==> src/rtl/resv_station_gen_if.sv <==
// rtl/resv_station_gen_if.sv - dispatch, broadcast and issue bus of the reservation station
//
// Groups the three streams that cross the station boundary:
//   dispatch  DFI_valid/DFO_ready + DFI_* payload  (decode/rename -> station)
//   broadcast CDI_valid/CDI_PA_tag/CDI_PD_data     (N_CDB result channels, channel k
//             at [k*W_REG +: W_REG] / [k*W_DATA +: W_DATA])
//   issue     DFO_valid/DFI_ready + DFO_* payload  (station -> execution pipe)
// master: the environment side (decode, CDB, execution pipe); slave: the station.
interface resv_station_gen_if #(
    parameter int N_CDB  = 2,
    parameter int W_REG  = 5,
    parameter int W_DATA = 32,
    parameter int W_UOPS = 6,
    parameter int W_PC   = 32
);
    logic                    DFI_valid;
    logic                    DFO_ready;
    logic [W_UOPS-1:0]       DFI_PD_uops;
    logic [W_REG-1:0]        DFI_PA_rd;
    logic [W_REG-1:0]        DFI_PA_rs;
    logic [W_REG-1:0]        DFI_PA_rt;
    logic                    DFI_PV_rs;
    logic                    DFI_PV_rt;
    logic [W_DATA-1:0]       DFI_PD_rs;
    logic [W_DATA-1:0]       DFI_PD_rt;
    logic [W_DATA-1:0]       DFI_PD_imm;
    logic [W_PC-1:0]         DFI_AA_pc;

    logic [N_CDB-1:0]        CDI_valid;
    logic [N_CDB*W_REG-1:0]  CDI_PA_tag;
    logic [N_CDB*W_DATA-1:0] CDI_PD_data;

    logic                    DFO_valid;
    logic                    DFI_ready;
    logic [W_UOPS-1:0]       DFO_PD_uops;
    logic [W_REG-1:0]        DFO_PA_rd;
    logic [W_DATA-1:0]       DFO_PD_rs;
    logic [W_DATA-1:0]       DFO_PD_rt;
    logic [W_DATA-1:0]       DFO_PD_imm;
    logic [W_PC-1:0]         DFO_AA_pc;

    modport master (
        output DFI_valid, DFI_PD_uops, DFI_PA_rd, DFI_PA_rs, DFI_PA_rt,
               DFI_PV_rs, DFI_PV_rt, DFI_PD_rs, DFI_PD_rt, DFI_PD_imm, DFI_AA_pc,
               CDI_valid, CDI_PA_tag, CDI_PD_data, DFI_ready,
        input  DFO_ready, DFO_valid, DFO_PD_uops, DFO_PA_rd, DFO_PD_rs, DFO_PD_rt,
               DFO_PD_imm, DFO_AA_pc
    );

    modport slave (
        input  DFI_valid, DFI_PD_uops, DFI_PA_rd, DFI_PA_rs, DFI_PA_rt,
               DFI_PV_rs, DFI_PV_rt, DFI_PD_rs, DFI_PD_rt, DFI_PD_imm, DFI_AA_pc,
               CDI_valid, CDI_PA_tag, CDI_PD_data, DFI_ready,
        output DFO_ready, DFO_valid, DFO_PD_uops, DFO_PA_rd, DFO_PD_rs, DFO_PD_rt,
               DFO_PD_imm, DFO_AA_pc
    );
endinterface

==> src/rtl/resv_station_gen.sv <==
// rtl/resv_station_gen.sv - age-ordered collapsing reservation station, N_CDB wakeup channels
//
// Ports:
//   clk, rst        clock, synchronous active-high reset
//   CFI_PC_clear    synchronous flush of all entries (perf counters kept)
//   CFI_PC_stall    inhibit issue this cycle
//   CFO_PC_count    occupied entries
//   CFO_PC_full     count == DEPTH
//   CFO_PD_occ_acc  saturating sum of count per cycle       (RESV_PERF_EN only)
//   CFO_PD_full_cyc saturating count of dispatch-while-full (RESV_PERF_EN only)
//   bus             resv_station_gen_if.slave: dispatch, broadcast and issue streams
// Optional feature macro: RESV_PERF_EN adds the W_PERF parameter and the perf counters.
module resv_station_gen #(
    parameter int DEPTH  = 8,
    parameter int W_IDX  = 3,
    parameter int N_CDB  = 2,
    parameter int W_REG  = 5,
    parameter int W_DATA = 32,
    parameter int W_UOPS = 6,
    parameter int W_PC   = 32
`ifdef RESV_PERF_EN
    ,
    parameter int W_PERF = 16
`endif
) (
    input  logic               clk,
    input  logic               rst,
    input  logic               CFI_PC_clear,
    input  logic               CFI_PC_stall,
    output logic [W_IDX:0]     CFO_PC_count,
    output logic               CFO_PC_full,
`ifdef RESV_PERF_EN
    output logic [W_PERF-1:0]  CFO_PD_occ_acc,
    output logic [W_PERF-1:0]  CFO_PD_full_cyc,
`endif
    resv_station_gen_if.slave  bus
);
    localparam int WC = W_IDX + 1;

    typedef struct packed {
        logic              v;
        logic [W_DATA-1:0] d;
    } opnd_t;

    logic              valid_q [DEPTH];
    logic              valid_d [DEPTH];
    logic [W_UOPS-1:0] uops_q  [DEPTH];
    logic [W_UOPS-1:0] uops_d  [DEPTH];
    logic [W_REG-1:0]  rd_q    [DEPTH];
    logic [W_REG-1:0]  rd_d    [DEPTH];
    logic              rs_v_q  [DEPTH];
    logic              rs_v_d  [DEPTH];
    logic [W_REG-1:0]  rs_a_q  [DEPTH];
    logic [W_REG-1:0]  rs_a_d  [DEPTH];
    logic [W_DATA-1:0] rs_d_q  [DEPTH];
    logic [W_DATA-1:0] rs_d_d  [DEPTH];
    logic              rt_v_q  [DEPTH];
    logic              rt_v_d  [DEPTH];
    logic [W_REG-1:0]  rt_a_q  [DEPTH];
    logic [W_REG-1:0]  rt_a_d  [DEPTH];
    logic [W_DATA-1:0] rt_d_q  [DEPTH];
    logic [W_DATA-1:0] rt_d_d  [DEPTH];
    logic [W_DATA-1:0] imm_q   [DEPTH];
    logic [W_DATA-1:0] imm_d   [DEPTH];
    logic [W_PC-1:0]   pc_q    [DEPTH];
    logic [W_PC-1:0]   pc_d    [DEPTH];
    logic [W_IDX:0]    count_q;
    logic [W_IDX:0]    count_d;

    logic [N_CDB-1:0]        cdi_valid;
    logic [N_CDB*W_REG-1:0]  cdi_tag;
    logic [N_CDB*W_DATA-1:0] cdi_data;

    logic              has_cand;
    logic [W_IDX-1:0]  sel_idx;
    logic              dfo_valid;
    logic              dfo_ready;
    logic              issue;
    logic              disp;
    int                wr_idx;
    logic              shift;
    logic [W_IDX-1:0]  s;
    opnd_t             rs_w;
    opnd_t             rt_w;

    assign cdi_valid = bus.CDI_valid;
    assign cdi_tag   = bus.CDI_PA_tag;
    assign cdi_data  = bus.CDI_PD_data;

    // Operand capture from the broadcast channels; scanning high to low lets the
    // lowest matching channel overwrite any higher one.
    function automatic opnd_t wake(input logic v, input logic [W_REG-1:0] a,
                                   input logic [W_DATA-1:0] d);
        opnd_t r;
        r.v = v;
        r.d = d;
        if (!v) begin
            for (int k = N_CDB - 1; k >= 0; k--) begin
                if (cdi_valid[k] && (cdi_tag[k*W_REG +: W_REG] == a)) begin
                    r.v = 1'b1;
                    r.d = cdi_data[k*W_DATA +: W_DATA];
                end
            end
        end
        return r;
    endfunction

    // Oldest ready entry, from registered state only (no wakeup bypass into select).
    always_comb begin
        has_cand = 1'b0;
        sel_idx  = '0;
        for (int i = DEPTH - 1; i >= 0; i--) begin
            if (valid_q[i] && rs_v_q[i] && rt_v_q[i]) begin
                has_cand = 1'b1;
                sel_idx  = W_IDX'(i);
            end
        end
    end

    assign dfo_ready    = int'(count_q) < DEPTH;
    assign dfo_valid    = has_cand && !CFI_PC_stall && !CFI_PC_clear;
    assign issue        = dfo_valid && bus.DFI_ready;
    assign disp         = bus.DFI_valid && dfo_ready;
    assign CFO_PC_count = count_q;
    assign CFO_PC_full  = int'(count_q) == DEPTH;
    assign bus.DFO_ready = dfo_ready;
    assign bus.DFO_valid = dfo_valid;

    always_comb begin
        bus.DFO_PD_uops = '1;
        bus.DFO_PA_rd   = '0;
        bus.DFO_PD_rs   = '0;
        bus.DFO_PD_rt   = '0;
        bus.DFO_PD_imm  = '0;
        bus.DFO_AA_pc   = '0;
        if (has_cand) begin
            bus.DFO_PD_uops = uops_q[sel_idx];
            bus.DFO_PA_rd   = rd_q[sel_idx];
            bus.DFO_PD_rs   = rs_d_q[sel_idx];
            bus.DFO_PD_rt   = rt_d_q[sel_idx];
            bus.DFO_PD_imm  = imm_q[sel_idx];
            bus.DFO_AA_pc   = pc_q[sel_idx];
        end
    end

    // Next state: collapse above the issued slot, wake every surviving copy, then
    // drop the dispatched op into the first free slot after the collapse.
    always_comb begin
        valid_d = valid_q;
        uops_d  = uops_q;
        rd_d    = rd_q;
        rs_v_d  = rs_v_q;
        rs_a_d  = rs_a_q;
        rs_d_d  = rs_d_q;
        rt_v_d  = rt_v_q;
        rt_a_d  = rt_a_q;
        rt_d_d  = rt_d_q;
        imm_d   = imm_q;
        pc_d    = pc_q;
        shift   = 1'b0;
        s       = '0;
        rs_w    = '0;
        rt_w    = '0;
        wr_idx  = int'(count_q) - (issue ? 1 : 0);
        count_d = count_q + WC'(disp) - WC'(issue);

        for (int i = 0; i < DEPTH; i++) begin
            shift = issue && (i >= int'(sel_idx));
            if (shift && (i == DEPTH - 1)) begin
                valid_d[i] = 1'b0;
            end else begin
                s          = shift ? W_IDX'(i + 1) : W_IDX'(i);
                rs_w       = wake(rs_v_q[s], rs_a_q[s], rs_d_q[s]);
                rt_w       = wake(rt_v_q[s], rt_a_q[s], rt_d_q[s]);
                valid_d[i] = valid_q[s];
                uops_d[i]  = uops_q[s];
                rd_d[i]    = rd_q[s];
                rs_v_d[i]  = rs_w.v;
                rs_a_d[i]  = rs_a_q[s];
                rs_d_d[i]  = rs_w.d;
                rt_v_d[i]  = rt_w.v;
                rt_a_d[i]  = rt_a_q[s];
                rt_d_d[i]  = rt_w.d;
                imm_d[i]   = imm_q[s];
                pc_d[i]    = pc_q[s];
            end
            if (disp && (i == wr_idx)) begin
                rs_w       = wake(bus.DFI_PV_rs, bus.DFI_PA_rs, bus.DFI_PD_rs);
                rt_w       = wake(bus.DFI_PV_rt, bus.DFI_PA_rt, bus.DFI_PD_rt);
                valid_d[i] = 1'b1;
                uops_d[i]  = bus.DFI_PD_uops;
                rd_d[i]    = bus.DFI_PA_rd;
                rs_v_d[i]  = rs_w.v;
                rs_a_d[i]  = bus.DFI_PA_rs;
                rs_d_d[i]  = rs_w.d;
                rt_v_d[i]  = rt_w.v;
                rt_a_d[i]  = bus.DFI_PA_rt;
                rt_d_d[i]  = rt_w.d;
                imm_d[i]   = bus.DFI_PD_imm;
                pc_d[i]    = bus.DFI_AA_pc;
            end
        end

        // Flush discards everything computed above for this cycle.
        if (CFI_PC_clear) begin
            for (int i = 0; i < DEPTH; i++) begin
                valid_d[i] = 1'b0;
            end
            count_d = '0;
        end
    end

    always_ff @(posedge clk) begin
        if (rst) begin
            count_q <= '0;
            for (int i = 0; i < DEPTH; i++) begin
                valid_q[i] <= 1'b0;
            end
        end else begin
            count_q <= count_d;
            valid_q <= valid_d;
        end
    end

    // Payload is only meaningful under valid, so it needs no reset.
    always_ff @(posedge clk) begin
        uops_q <= uops_d;
        rd_q   <= rd_d;
        rs_v_q <= rs_v_d;
        rs_a_q <= rs_a_d;
        rs_d_q <= rs_d_d;
        rt_v_q <= rt_v_d;
        rt_a_q <= rt_a_d;
        rt_d_q <= rt_d_d;
        imm_q  <= imm_d;
        pc_q   <= pc_d;
    end

`ifdef RESV_PERF_EN
    logic [W_PERF-1:0] occ_acc_q;
    logic [W_PERF-1:0] occ_acc_d;
    logic [W_PERF-1:0] full_cyc_q;
    logic [W_PERF-1:0] full_cyc_d;
    logic [W_PERF:0]   occ_sum;

    always_comb begin
        occ_sum    = {1'b0, occ_acc_q} + (W_PERF + 1)'(count_q);
        occ_acc_d  = occ_sum[W_PERF] ? '1 : occ_sum[W_PERF-1:0];
        full_cyc_d = full_cyc_q;
        if (bus.DFI_valid && CFO_PC_full && (full_cyc_q != '1)) begin
            full_cyc_d = full_cyc_q + W_PERF'(1);
        end
    end

    always_ff @(posedge clk) begin
        if (rst) begin
            occ_acc_q  <= '0;
            full_cyc_q <= '0;
        end else begin
            occ_acc_q  <= occ_acc_d;
            full_cyc_q <= full_cyc_d;
        end
    end

    assign CFO_PD_occ_acc  = occ_acc_q;
    assign CFO_PD_full_cyc = full_cyc_q;
`endif
endmodule

==> src/flat_wrapper.sv <==
// flat-port wrapper written by rule: the top's interface ports become plain ports
module resv_station_gen_flat 
#(
    parameter int DEPTH  = 8,
    parameter int W_IDX  = 3,
    parameter int N_CDB  = 2,
    parameter int W_REG  = 5,
    parameter int W_DATA = 32,
    parameter int W_UOPS = 6,
    parameter int W_PC   = 32

)
  (clk, rst, CFI_PC_clear, CFI_PC_stall, CFO_PC_count, CFO_PC_full, bus_DFI_valid, bus_DFI_PD_uops, bus_DFI_PA_rd, bus_DFI_PA_rs, bus_DFI_PA_rt, bus_DFI_PV_rs, bus_DFI_PV_rt, bus_DFI_PD_rs, bus_DFI_PD_rt, bus_DFI_PD_imm, bus_DFI_AA_pc, bus_CDI_valid, bus_CDI_PA_tag, bus_CDI_PD_data, bus_DFI_ready, bus_DFO_ready, bus_DFO_valid, bus_DFO_PD_uops, bus_DFO_PA_rd, bus_DFO_PD_rs, bus_DFO_PD_rt, bus_DFO_PD_imm, bus_DFO_AA_pc);
  resv_station_gen_if #(.N_CDB(N_CDB), .W_REG(W_REG), .W_DATA(W_DATA), .W_UOPS(W_UOPS), .W_PC(W_PC)) bus_i ();
  input  logic clk;
  input  logic rst;
  input  logic CFI_PC_clear;
  input  logic CFI_PC_stall;
  output logic [W_IDX:0] CFO_PC_count;
  output logic CFO_PC_full;
  input wire logic [$bits(bus_i.DFI_valid)-1:0] bus_DFI_valid;
  input wire logic [$bits(bus_i.DFI_PD_uops)-1:0] bus_DFI_PD_uops;
  input wire logic [$bits(bus_i.DFI_PA_rd)-1:0] bus_DFI_PA_rd;
  input wire logic [$bits(bus_i.DFI_PA_rs)-1:0] bus_DFI_PA_rs;
  input wire logic [$bits(bus_i.DFI_PA_rt)-1:0] bus_DFI_PA_rt;
  input wire logic [$bits(bus_i.DFI_PV_rs)-1:0] bus_DFI_PV_rs;
  input wire logic [$bits(bus_i.DFI_PV_rt)-1:0] bus_DFI_PV_rt;
  input wire logic [$bits(bus_i.DFI_PD_rs)-1:0] bus_DFI_PD_rs;
  input wire logic [$bits(bus_i.DFI_PD_rt)-1:0] bus_DFI_PD_rt;
  input wire logic [$bits(bus_i.DFI_PD_imm)-1:0] bus_DFI_PD_imm;
  input wire logic [$bits(bus_i.DFI_AA_pc)-1:0] bus_DFI_AA_pc;
  input wire logic [$bits(bus_i.CDI_valid)-1:0] bus_CDI_valid;
  input wire logic [$bits(bus_i.CDI_PA_tag)-1:0] bus_CDI_PA_tag;
  input wire logic [$bits(bus_i.CDI_PD_data)-1:0] bus_CDI_PD_data;
  input wire logic [$bits(bus_i.DFI_ready)-1:0] bus_DFI_ready;
  output wire logic [$bits(bus_i.DFO_ready)-1:0] bus_DFO_ready;
  output wire logic [$bits(bus_i.DFO_valid)-1:0] bus_DFO_valid;
  output wire logic [$bits(bus_i.DFO_PD_uops)-1:0] bus_DFO_PD_uops;
  output wire logic [$bits(bus_i.DFO_PA_rd)-1:0] bus_DFO_PA_rd;
  output wire logic [$bits(bus_i.DFO_PD_rs)-1:0] bus_DFO_PD_rs;
  output wire logic [$bits(bus_i.DFO_PD_rt)-1:0] bus_DFO_PD_rt;
  output wire logic [$bits(bus_i.DFO_PD_imm)-1:0] bus_DFO_PD_imm;
  output wire logic [$bits(bus_i.DFO_AA_pc)-1:0] bus_DFO_AA_pc;
  assign bus_i.DFI_valid = bus_DFI_valid;
  assign bus_i.DFI_PD_uops = bus_DFI_PD_uops;
  assign bus_i.DFI_PA_rd = bus_DFI_PA_rd;
  assign bus_i.DFI_PA_rs = bus_DFI_PA_rs;
  assign bus_i.DFI_PA_rt = bus_DFI_PA_rt;
  assign bus_i.DFI_PV_rs = bus_DFI_PV_rs;
  assign bus_i.DFI_PV_rt = bus_DFI_PV_rt;
  assign bus_i.DFI_PD_rs = bus_DFI_PD_rs;
  assign bus_i.DFI_PD_rt = bus_DFI_PD_rt;
  assign bus_i.DFI_PD_imm = bus_DFI_PD_imm;
  assign bus_i.DFI_AA_pc = bus_DFI_AA_pc;
  assign bus_i.CDI_valid = bus_CDI_valid;
  assign bus_i.CDI_PA_tag = bus_CDI_PA_tag;
  assign bus_i.CDI_PD_data = bus_CDI_PD_data;
  assign bus_i.DFI_ready = bus_DFI_ready;
  assign bus_DFO_ready = bus_i.DFO_ready;
  assign bus_DFO_valid = bus_i.DFO_valid;
  assign bus_DFO_PD_uops = bus_i.DFO_PD_uops;
  assign bus_DFO_PA_rd = bus_i.DFO_PA_rd;
  assign bus_DFO_PD_rs = bus_i.DFO_PD_rs;
  assign bus_DFO_PD_rt = bus_i.DFO_PD_rt;
  assign bus_DFO_PD_imm = bus_i.DFO_PD_imm;
  assign bus_DFO_AA_pc = bus_i.DFO_AA_pc;
  resv_station_gen #(.DEPTH(DEPTH), .W_IDX(W_IDX), .N_CDB(N_CDB), .W_REG(W_REG), .W_DATA(W_DATA), .W_UOPS(W_UOPS), .W_PC(W_PC)) u_core (.clk(clk), .rst(rst), .CFI_PC_clear(CFI_PC_clear), .CFI_PC_stall(CFI_PC_stall), .CFO_PC_count(CFO_PC_count), .CFO_PC_full(CFO_PC_full), .bus(bus_i));
endmodule
==> config.mk <==
export PLATFORM = sky130hd
export DESIGN_NAME = resv_station_gen_flat
export DESIGN_NICKNAME = d
export VERILOG_FILES = /design/src/rtl/resv_station_gen_if.sv /design/src/rtl/resv_station_gen.sv /design/src/flat_wrapper.sv
export SDC_FILE = /design/constraint.sdc
export NUM_CORES = 2
export LEC_CHECK = 0
export ABC_CLOCK_PERIOD_IN_PS = 17500
export CAP_MARGIN = 40
export CELL_PAD_IN_SITES_DETAIL_PLACEMENT = 0
export CELL_PAD_IN_SITES_GLOBAL_PLACEMENT = 1
export CORE_UTILIZATION = 45
export CTS_CLUSTER_SIZE = 40
export DETAILED_ROUTE_END_ITERATION = 10
export HOLD_SLACK_MARGIN = 0.05
export PLACE_DENSITY_LB_ADDON = 0.25
export SYNTH_ARGS = -nofsm -noshare
export SYNTH_HDL_FRONTEND = slang
export SYNTH_SLANG_ARGS = --single-unit
==> constraint.sdc <==
create_clock -name clk -period 17.5 [get_ports clk]
set_input_delay 1.75 -clock clk [delete_from_list [all_inputs] [get_ports clk]]
set_output_delay 1.75 -clock clk [all_outputs]
set_load 0.03 [all_outputs]
==> impl_metrics.py <==
metrics = {
    "grt": {
        "grt_max_degree": 189,
        "antenna_found_initial": 29,
        "grt_pass1_vias": 79000,
        "grt_pass1_wl_um": 540000,
        "grt_use_total_pct": 40.5,
        "overflow": 0,
    },
    "sta": {
        "slew_viol_final": 51,
        "layout_setup_ws_ns": 9.01,
        "final_hold_viol_count": 0,
        "rsz0062_at_grt": "false",
        "worst_slew_pin_slew_ns": 1.53,
        "maxSlewHeadroom_pct": -2.32,
        "max_freq_mhz": 118,
        "layout_worst_path_cycle_share_pct": 48.5,
        "fin_setup_tns_ns": 0,
        "finalClockSkew_ns": 0.0350,
        "period_minus_slack_ns": 8.49,
        "finalSetupViolations": 0,
    },
    "routing": {
        "routed_wl_um": 377000,
        "via_per_inst": 6.84,
        "ant_nets": 0,
        "dr.pass1.iters": 9,
        "vias": 82900,
        "drc": 0,
        "wl_per_cell_um": 31.1,
        "drt_iter0_drc": 13200,
    },
    "critical_path": {
        "crit_path_start": "u_core.rt_v_q[0]$_DFFE_PP_",
        "reg2reg_from": "u_core.rs_v_q[3]$_DFF_P_",
        "r2r_slack_ns": 10.96,
        "worst-r2r-cell-count": 18,
        "crit_chain": "nand3_1, a211oi_2, nor2_1, nor2_4, buf_4, buf_16, buf_4, buf_12, nand2_1, and3_1, a31oi_1, a32o_1, clkdlybuf4s50_1",
        "critPathLaunchType": "flop",
        "slowest_delay_ns": 0.79,
        "rr_endpoint": "u_core.rs_v_q[0]$_DFFE_PP_",
        "required_ns": 15.75,
        "crit_fanout": 172,
        "cp-end-kind": "output port",
        "arrival_ns": 6.74,
        "critPathSlowestCell": "clkdlybuf4s50_1",
        "critPathKind": "reg2out",
        "worst_path_most_repeated_cell": "buf_4",
    },
    "final_layout": {
        "area_growth_pct": 13.4,
        "seqCellArea_um2": 31200,
        "multiInputGateArea_um2": 43400,
        "fin_cells": 12100,
        "final_nets": 9907,
        "drive_gt1_share_pct": 6.97,
        "num-fill-cells": 16400,
    },
    "pwr": {
        "p_leak_nw": 36.5,
        "p_total_mw": 10.8,
        "power_density_nw_per_um2": 121,
        "vdd_drop_max_uv": 120,
    },
    "placement": {
        "place_worst_setup_slack_ns": 9.78,
        "gp_congestion": 0.934,
        "dp_cells": 11800,
        "portBuffers": 378,
        "dp_hpwl_um": 211000,
    },
    "synthesis": {
        "synth_edf_count": 676,
        "synth_top_area_share_pct": 25.7,
        "synth_warnings": 0,
        "synthFlopType": "edfxtp_1",
        "synth_seq_cells": 1220,
        "synth.most_common_cell": "nand2_1",
        "synthCells": 9938,
        "synth-seq-area-share_pct": 39.5,
        "synth_cell_types": 89,
        "synth_area_leaders": "edfxtp_1 26%, nand2_1 14%, dfxtp_1 14%",
        "syn_area_um2": 79000,
        "syn_area_per_cell_um2": 7.95,
        "synth_top_cell_by_area": "edfxtp_1",
        "syn-num-nets": 10200,
        "netlist_top_cells_count": "2957 x nand2_1, 802 x clkbuf_1, 727 x mux2i_1, 676 x edfxtp_1, 558 x a21oi_1",
        "synthArstFlopShare_pct": 0,
    },
    "clock_tree": {
        "hold_buffers": 0,
        "cts_setup_buffers": 0,
        "cts_max_level": 4,
        "root_buffer": "clkbuf_16",
        "clkLatencyLatePin_ns": 0.85,
        "cts_resized": 0,
        "cts_tree": "built",
        "clockBufferDepth": 3,
        "path_clk_slew_ns": 0.06,
        "numCtsBuffers": 149,
        "cts_sinks": 1220,
    },
    "worst_hold_path": {
        "hold_class": "reg2reg",
        "hold_path_depth": 2,
        "min-delay-start": "u_core.valid_q[7]$_SDFF_PP0_",
        "holdPathEnd": "u_core.valid_q[7]$_SDFF_PP0_",
    },
    "die": {
        "die_area_um2": 177000,
        "floorplan.initialDensity_pct": 45.4,
        "die_y_um": 421,
        "die-width_um": 421,
        "row_count": 153,
        "coreArea_um2": 174000,
        "ios": 379,
    },
    "outcome": {
        "violations": "slew limit",
        "status": "finished with violations",
    },
    "flow_run": {
        "drv_cap": 0,
    },
}
## per-stage QoR
step | hold slack [ns] | instance area [um^2] | utilization (%)
6_report | 0.497 | 89700 | 51.5
5_1_grt | 0.521 | 89700 | 51.5
4_1_cts | 0.492 | 89600 | 51.5
3_5_place_dp | 0.483 | 84900 | 48.7
3_3_place_gp | 0.475 | 83500 | 47.9
2_1_floorplan | 0.458 | 79000 | -
## layout make-up
cell class	instances	area share [%]
sequential	1220	34.8
clock buffer	220	4.77
clock inverter	50	0.508
inverter	97	0.414
antenna	12	0.0335
multi-input combinational	7526	48.4
timing repair buffer	670	7.81
tap	2325	3.24
## critical path, delay by kind of cell, from the launching register on
| kind | cells | cell delay [ns] |
|---|---|---|
| buf+inv | 5 | 2.78 |
| compound gates | 3 | 1.20 |
| simple gates | 5 | 1.30 |
| flops | 1 | 0.47 |
## placed cells by master (no fill, tap or decap), types with 47 or more instances in the layout
| cell | instances |
|---|---|
| a21oi_1 | 554 |
| a221o_1 | 98 |
| a22o_1 | 79 |
| a22oi_1 | 92 |
| a2bb2oi_1 | 66 |
| a31oi_1 | 279 |
| a32o_1 | 133 |
| and3_1 | 176 |
| buf_4 | 222 |
| clkbuf_1 | 47 |
| clkbuf_16 | 153 |
| clkdlybuf4s50_1 | 376 |
| dfxtp_1 | 544 |
| edfxtp_1 | 676 |
| inv_1 | 92 |
| mux2i_1 | 724 |
| nand2_1 | 2943 |
| nand3_1 | 531 |
| nor2_1 | 397 |
| o211ai_1 | 107 |
| o21ai_0 | 329 |
| o221ai_1 | 87 |
| o22a_1 | 70 |
| o22ai_1 | 224 |
| xnor2_1 | 125 |
## cells by family (layout without fill, tap and decap cells)
family                   after synthesis  after routing  synth area share, %
AND/OR/NAND/NOR                     4267           4267                 22.3
multiplexers                         762            762                 9.72
AO/OA/AOI/OAI                       2322           2322                 20.2
flip-flops                          1220           1220                 39.5
buffers and inverters               1192           1037                 6.32
adder cells (fa/ha/maj)               10             10                0.168
other                                  0             12                    0
XOR/XNOR                             165            165                 1.83
## state kept, by name (all words and copies together), names as in the netlist, 40 cells and up
signal and flops:
u_core.rs_a_q 40, u_core.rd_q 40, u_core.rs_d_q 256, u_core.imm_q 256, u_core.rt_d_q 256, u_core.uops_q 48, u_core.rt_a_q 40, u_core.pc_q 256
## where the power goes
group	total, mW	switching, mW	leakage [nW]	internal (mW)
logic	3.53	2.14	23.4	1.39
clock network	3.12	1.37	2.33	1.75
registers	4.16	0.513	10.7	3.65
total	10.8	4.03	36.5	6.78
## layer usage
| layer | global-route usage, % | vias to the layer above | routed length [um] |
|---|---|---|---|
| met5 | 0 | - | 162 |
| met4 | 27.7 | 24 | 28900 |
| met3 | 10.0 | 1537 | 47900 |
| met2 | 61.5 | 6729 | 162000 |
| met1 | 50.6 | 39600 | 137000 |
| li1 | - | 35000 | - |
## how the worst max path moves through the flow
stage                                       endpoint  slack, ns  cells after the start
after global routing               bus_DFO_PD_rt[30]       8.95                     13
final                              bus_DFO_PD_rt[30]       9.01                     13
after detailed placement  u_core.rs_v_q[0]$_DFFE_PP_       9.78                     19
after CTS                          bus_DFO_PD_rt[25]       9.27                     13
after global placement    u_core.rs_v_q[0]$_DFFE_PP_       8.85                     17
after floorplan            u_core.imm_q[0]$_DFFE_PP_      10.63                     16
Note: power is estimated with default switching activity, not from simulation.
